### config.mk
export PLATFORM = sky130hd
export DESIGN_NAME = addr_sequencer
export DESIGN_NICKNAME = d
export VERILOG_FILES = /design/src/rtl/addr_sequencer.sv
export SDC_FILE = /design/constraint.sdc
export NUM_CORES = 1
export LEC_CHECK = 0
export CORE_MARGIN = 3
export CORE_UTILIZATION = 50
export CTS_CLUSTER_DIAMETER = 80
export DETAILED_ROUTE_END_ITERATION = 12
export MAX_ROUTING_LAYER = met4
export PLACE_DENSITY = 0.9
export SYNTH_ARGS = -nofsm -noshare
export SYNTH_HDL_FRONTEND = slang
export SYNTH_SLANG_ARGS = --single-unit
### constraint.sdc
create_clock -name clk -period 3 [get_ports clk]
set_clock_uncertainty 0.15 [all_clocks]
set_input_delay 0.9 -clock clk [delete_from_list [all_inputs] [get_ports clk]]
set_output_delay 0.9 -clock clk [all_outputs]
set_load 0.005 [all_outputs]
### src/rtl/addr_sequencer.sv
// Address-register sequencer: arbitrates the memory port between instruction fetch and
// single/multi-word data access. Define ADDR_SEQ_ROUND_ROBIN_EN for round-robin arbitration.
module addr_sequencer #(
   parameter int ADDR_SEL_W = 2,
   parameter int CNT_W      = 5,
   parameter int IDX_W      = 4
) (
   input  logic                  clk,
   input  logic                  rst,
   input  logic                  fetch_req,
   input  logic                  data_req,
   input  logic [CNT_W-1:0]      data_count,
   input  logic                  data_write,
   input  logic                  mem_ready,
   output logic [ADDR_SEL_W-1:0] addr_select,
   output logic                  inc_load,
   output logic                  mem_req,
   output logic                  mem_write,
   output logic                  fetch_done,
   output logic                  data_beat,
   output logic                  data_done,
   output logic [IDX_W-1:0]      beat_index,
   output logic                  busy
);

   typedef enum logic [1:0] {IDLE, FETCH, DATA_FIRST, DATA_BURST} state_t;

   localparam logic [CNT_W-1:0]      MAX_CNT = CNT_W'(1 << (CNT_W - 1));
   localparam logic [ADDR_SEL_W-1:0] SEL_ALU = ADDR_SEL_W'(0);
   localparam logic [ADDR_SEL_W-1:0] SEL_PC  = ADDR_SEL_W'(1);
   localparam logic [ADDR_SEL_W-1:0] SEL_INC = ADDR_SEL_W'(2);

   state_t           state;
   logic [CNT_W-1:0] remaining;
   logic [CNT_W-1:0] count_clamped;
   logic             in_data;
   logic             arb_point;
   logic             grant_data;

   assign busy       = (state != IDLE);
   assign mem_req    = busy;
   assign in_data    = (state == DATA_FIRST) || (state == DATA_BURST);
   assign fetch_done = (state == FETCH) && mem_ready;
   assign data_beat  = in_data && mem_ready;
   assign data_done  = data_beat && (remaining == CNT_W'(1));
   assign inc_load   = busy && mem_ready;
   // Re-arbitrate on the completing beat so back-to-back transfers carry no idle bubble.
   assign arb_point  = (state == IDLE) || fetch_done || data_done;

`ifdef ADDR_SEQ_ROUND_ROBIN_EN
   logic last_grant;  // 1 = data was granted last, 0 = fetch

   assign grant_data = data_req && (!fetch_req || !last_grant);

   always_ff @(posedge clk or posedge rst) begin
      if (rst)
         last_grant <= 1'b0;
      else if (arb_point && grant_data)
         last_grant <= 1'b1;
      else if (arb_point && fetch_req)
         last_grant <= 1'b0;
   end
`else
   assign grant_data = data_req;
`endif

   always_comb begin
      count_clamped = data_count;
      if (data_count == '0)
         count_clamped = CNT_W'(1);
      else if (data_count > MAX_CNT)
         count_clamped = MAX_CNT;
   end

   always_ff @(posedge clk or posedge rst) begin
      if (rst) begin
         state       <= IDLE;
         addr_select <= SEL_PC;
         mem_write   <= 1'b0;
         beat_index  <= '0;
         remaining   <= '0;
      end else if (arb_point) begin
         if (grant_data) begin
            state       <= DATA_FIRST;
            addr_select <= SEL_ALU;
            mem_write   <= data_write;
            beat_index  <= '0;
            remaining   <= count_clamped;
         end else if (fetch_req) begin
            state       <= FETCH;
            addr_select <= SEL_PC;
            mem_write   <= 1'b0;
         end else begin
            state       <= IDLE;
            addr_select <= SEL_PC;
            mem_write   <= 1'b0;
         end
      end else if (data_beat) begin
         // Non-final data word: later words come from the incrementer bus.
         state       <= DATA_BURST;
         addr_select <= SEL_INC;
         remaining   <= remaining - CNT_W'(1);
         if (beat_index != '1)
            beat_index <= beat_index + IDX_W'(1);
      end
   end

endmodule

==> impl_metrics.ini <==
[timing]
finalSetupViolCount = 0
tns_ns = 0
fin_crit_sh_pct = 96.9
slew-limit-headroom_pct = 63.9
hold_viol_final = 0
tightest_slew_ns = 0.541
slew_violations = 0
post-route-min-period_ns = 2.91
grt_setup_unrepaired = false
fmax_ghz = 0.344

[global_route]
grtUsageTotal_pct = 20.3
antenna_found_initial = 0
grt_pass1_vias = 713
overflow = 0
grt_pass1_wl_um = 3080
grt_max_degree = 15

[critical_path]
cp.arrival_ns = 1.86
required_ns = 1.95
worstPathMaxFanout = 5
worst_setup_path_end_kind = output port
worst_setup_path_start_kind = input port
critical_path_class = in2out

[placement]
place_congestion = 0.897
hpwl_um = 1530
placedInstanceArea_um2 = 1120
port_buffers = 23

[cts]
clk_path_buf_depth = 2
clk_pin_slew_ns = 0.10
clock_latency_ns = 0.30
cts_sinks = 14
cts_hold_buf = 0
htree_num_levels = 1
cts_root_buf = clkbuf_4
cts_inserted_buffers = 3
cts_tree = done

[logic_synthesis]
synth_area_leaders = dfrtp_1 (38%), ha_1 (4.4%), nor2_1 (3.9%)
netlist_area_um2 = 861
synth_top_cells_by_count = dfrtp_1 (13), nor2_1 (9), nand2_1 (7)
ys.warnings.count = 0
yosysMostFrequentCell = dfrtp_1
syn_inst = 92
ys_types = 39
async_flop_share_pct = 100
synth_top_area_share_pct = 37.8
syn_nets = 106
synth_flop_cell = dfrtp_1
synth_top_area_cell = dfrtp_1
synth_edf_count = 0
synth.yosys.seq_area_share_pct = 40.8
synth-seq-cells = 14
syn_avg_cell_area_um2 = 9.36

[hold_path]
min_path_type = reg2reg

[floorplan]
coreArea_um2 = 1560
dieArea_um2 = 2260
die_w_um = 47.5
fp.dieH_um = 47.5
io_pins = 24
initial_core_util_pct = 55.2
placementRows = 14

[detailed_routing]
ant_nets = 0
first_pass_iters = 4
wl_per_cell_um = 14.6
drt_iter0_drc = 18
via_count = 824
post-route-drc-count = 0
vias_per_cell = 6.01
wirelength_um = 2010

[pwr]
p_leak_uw = 0.000511
power_density_nw_per_um2 = 928
vdd_ir_drop_max_uv = 541

[finish]
drive_above_1_share_pct = 17.4
syn_to_final_growth_pct = 35.6
diodes = 0
fin_area_um2 = 1170
nNetsFinal = 136

[job]
maxCapViolCount = 0

[run_status]
status = finished, final reports clean
layer usage:
| layer | up-vias | part of all wire, % | GRT usage [%] |
|---|---|---|---|
| met5 | - | 0 | - |
| met4 | 0 | 1.0 | 6.63 |
| met3 | 2 | 4.7 | 4.51 |
| met2 | 25 | 49 | 32.1 |
| met1 | 398 | 46 | 25.6 |
| li1 | 399 | - | - |
critical path, cell delays in order:
cell and delay, ns:
dlygate4sd2_1 0.29, nand2_2 0.11, inv_2 0.07, clkdlybuf4s50_1 0.49
worst paths after layout:
kind / startpoint / endpoint / slack (ns) / cells after the start
max: mem_ready / data_beat / 0.09 / 4
max reg2reg: remaining[1]$_DFFE_PP0P_ / remaining[1]$_DFFE_PP0P_ / 0.82 / 7
max in group asynchronous: rst / remaining[1]$_DFFE_PP0P_ / 1.55 / 2
min: mem_write$_DFFE_PP0N_ / mem_write$_DFFE_PP0N_ / 0.33 / 2
min reg2reg: mem_write$_DFFE_PP0N_ / mem_write$_DFFE_PP0N_ / 0.33 / 2
min in group asynchronous: rst / state[0]$_DFFE_PP0P_ / 0.79 / 2
cell families after synthesis:
group | after synthesis | share of synthesized area (%)
flops | 14 | 40.8
buf+inv | 10 | 5.09
fa+ha+maj | 3 | 4.36
simple gates | 39 | 25.7
compound gates | 26 | 24.0
where the power goes:
group	total (µW)	internal, µW	switching (µW)
clock network	145	74.1	71.3
logic	565	315	250
registers	372	278	94.6
timing repair:
action / CTS / global route
setup endpoints to repair: 4 / 0
resized for setup: 4 / 0
buffers inserted: 1 / 0
layout make-up:
cell class / instances / area [µm²]
sequential: 14 / 352
clock buffer: 4 / 36.3
timing repair buffer: 28 / 265
tap: 16 / 20.0
multi-input combinational: 68 / 468
fill: 113 / 392
inverter: 7 / 26.3
layout by cell type (no fill, tap or decap), types with 2 or more instances in the layout:
master	count
clkdlybuf4s50_1	21
dfrtp_1	13
nor2_1	9
nand2_1	6
inv_1	5
o21ai_0	5
buf_4	5
a21oi_1	4
nor3_1	3
nand3_1	3
nor3b_1	3
a221o_1	3
ha_1	3
clkbuf_4	3
nor2b_1	2
inv_2	2
nor4_1	2
a211o_1	2
o22ai_1	2
and3_1	2
dlygate4sd2_1	2
through the flow:
stage / setup WS [ns] / total power [µW] / utilization [%] / std cells / hold slack (ns)
after detailed placement: -0.233 / 936 / 72.1 / 132 / 0.313
after CTS: 0.0991 / 1090 / 74.9 / 137 / 0.335
after floorplan: 0.737 / 704 / - / 92 / 0.313
after global routing: 0.0459 / 1170 / 74.9 / 137 / 0.370
after global placement: -0.196 / 910 / 72.1 / 132 / 0.303
final: 0.0930 / 1080 / 74.9 / 137 / 0.328
registers in the layout, summed over array words and instances (netlist names):
name and count:
state 2, remaining 5, addr_select 2, mem_write 1, beat_index 4
Power figures use the tool's default switching activity.
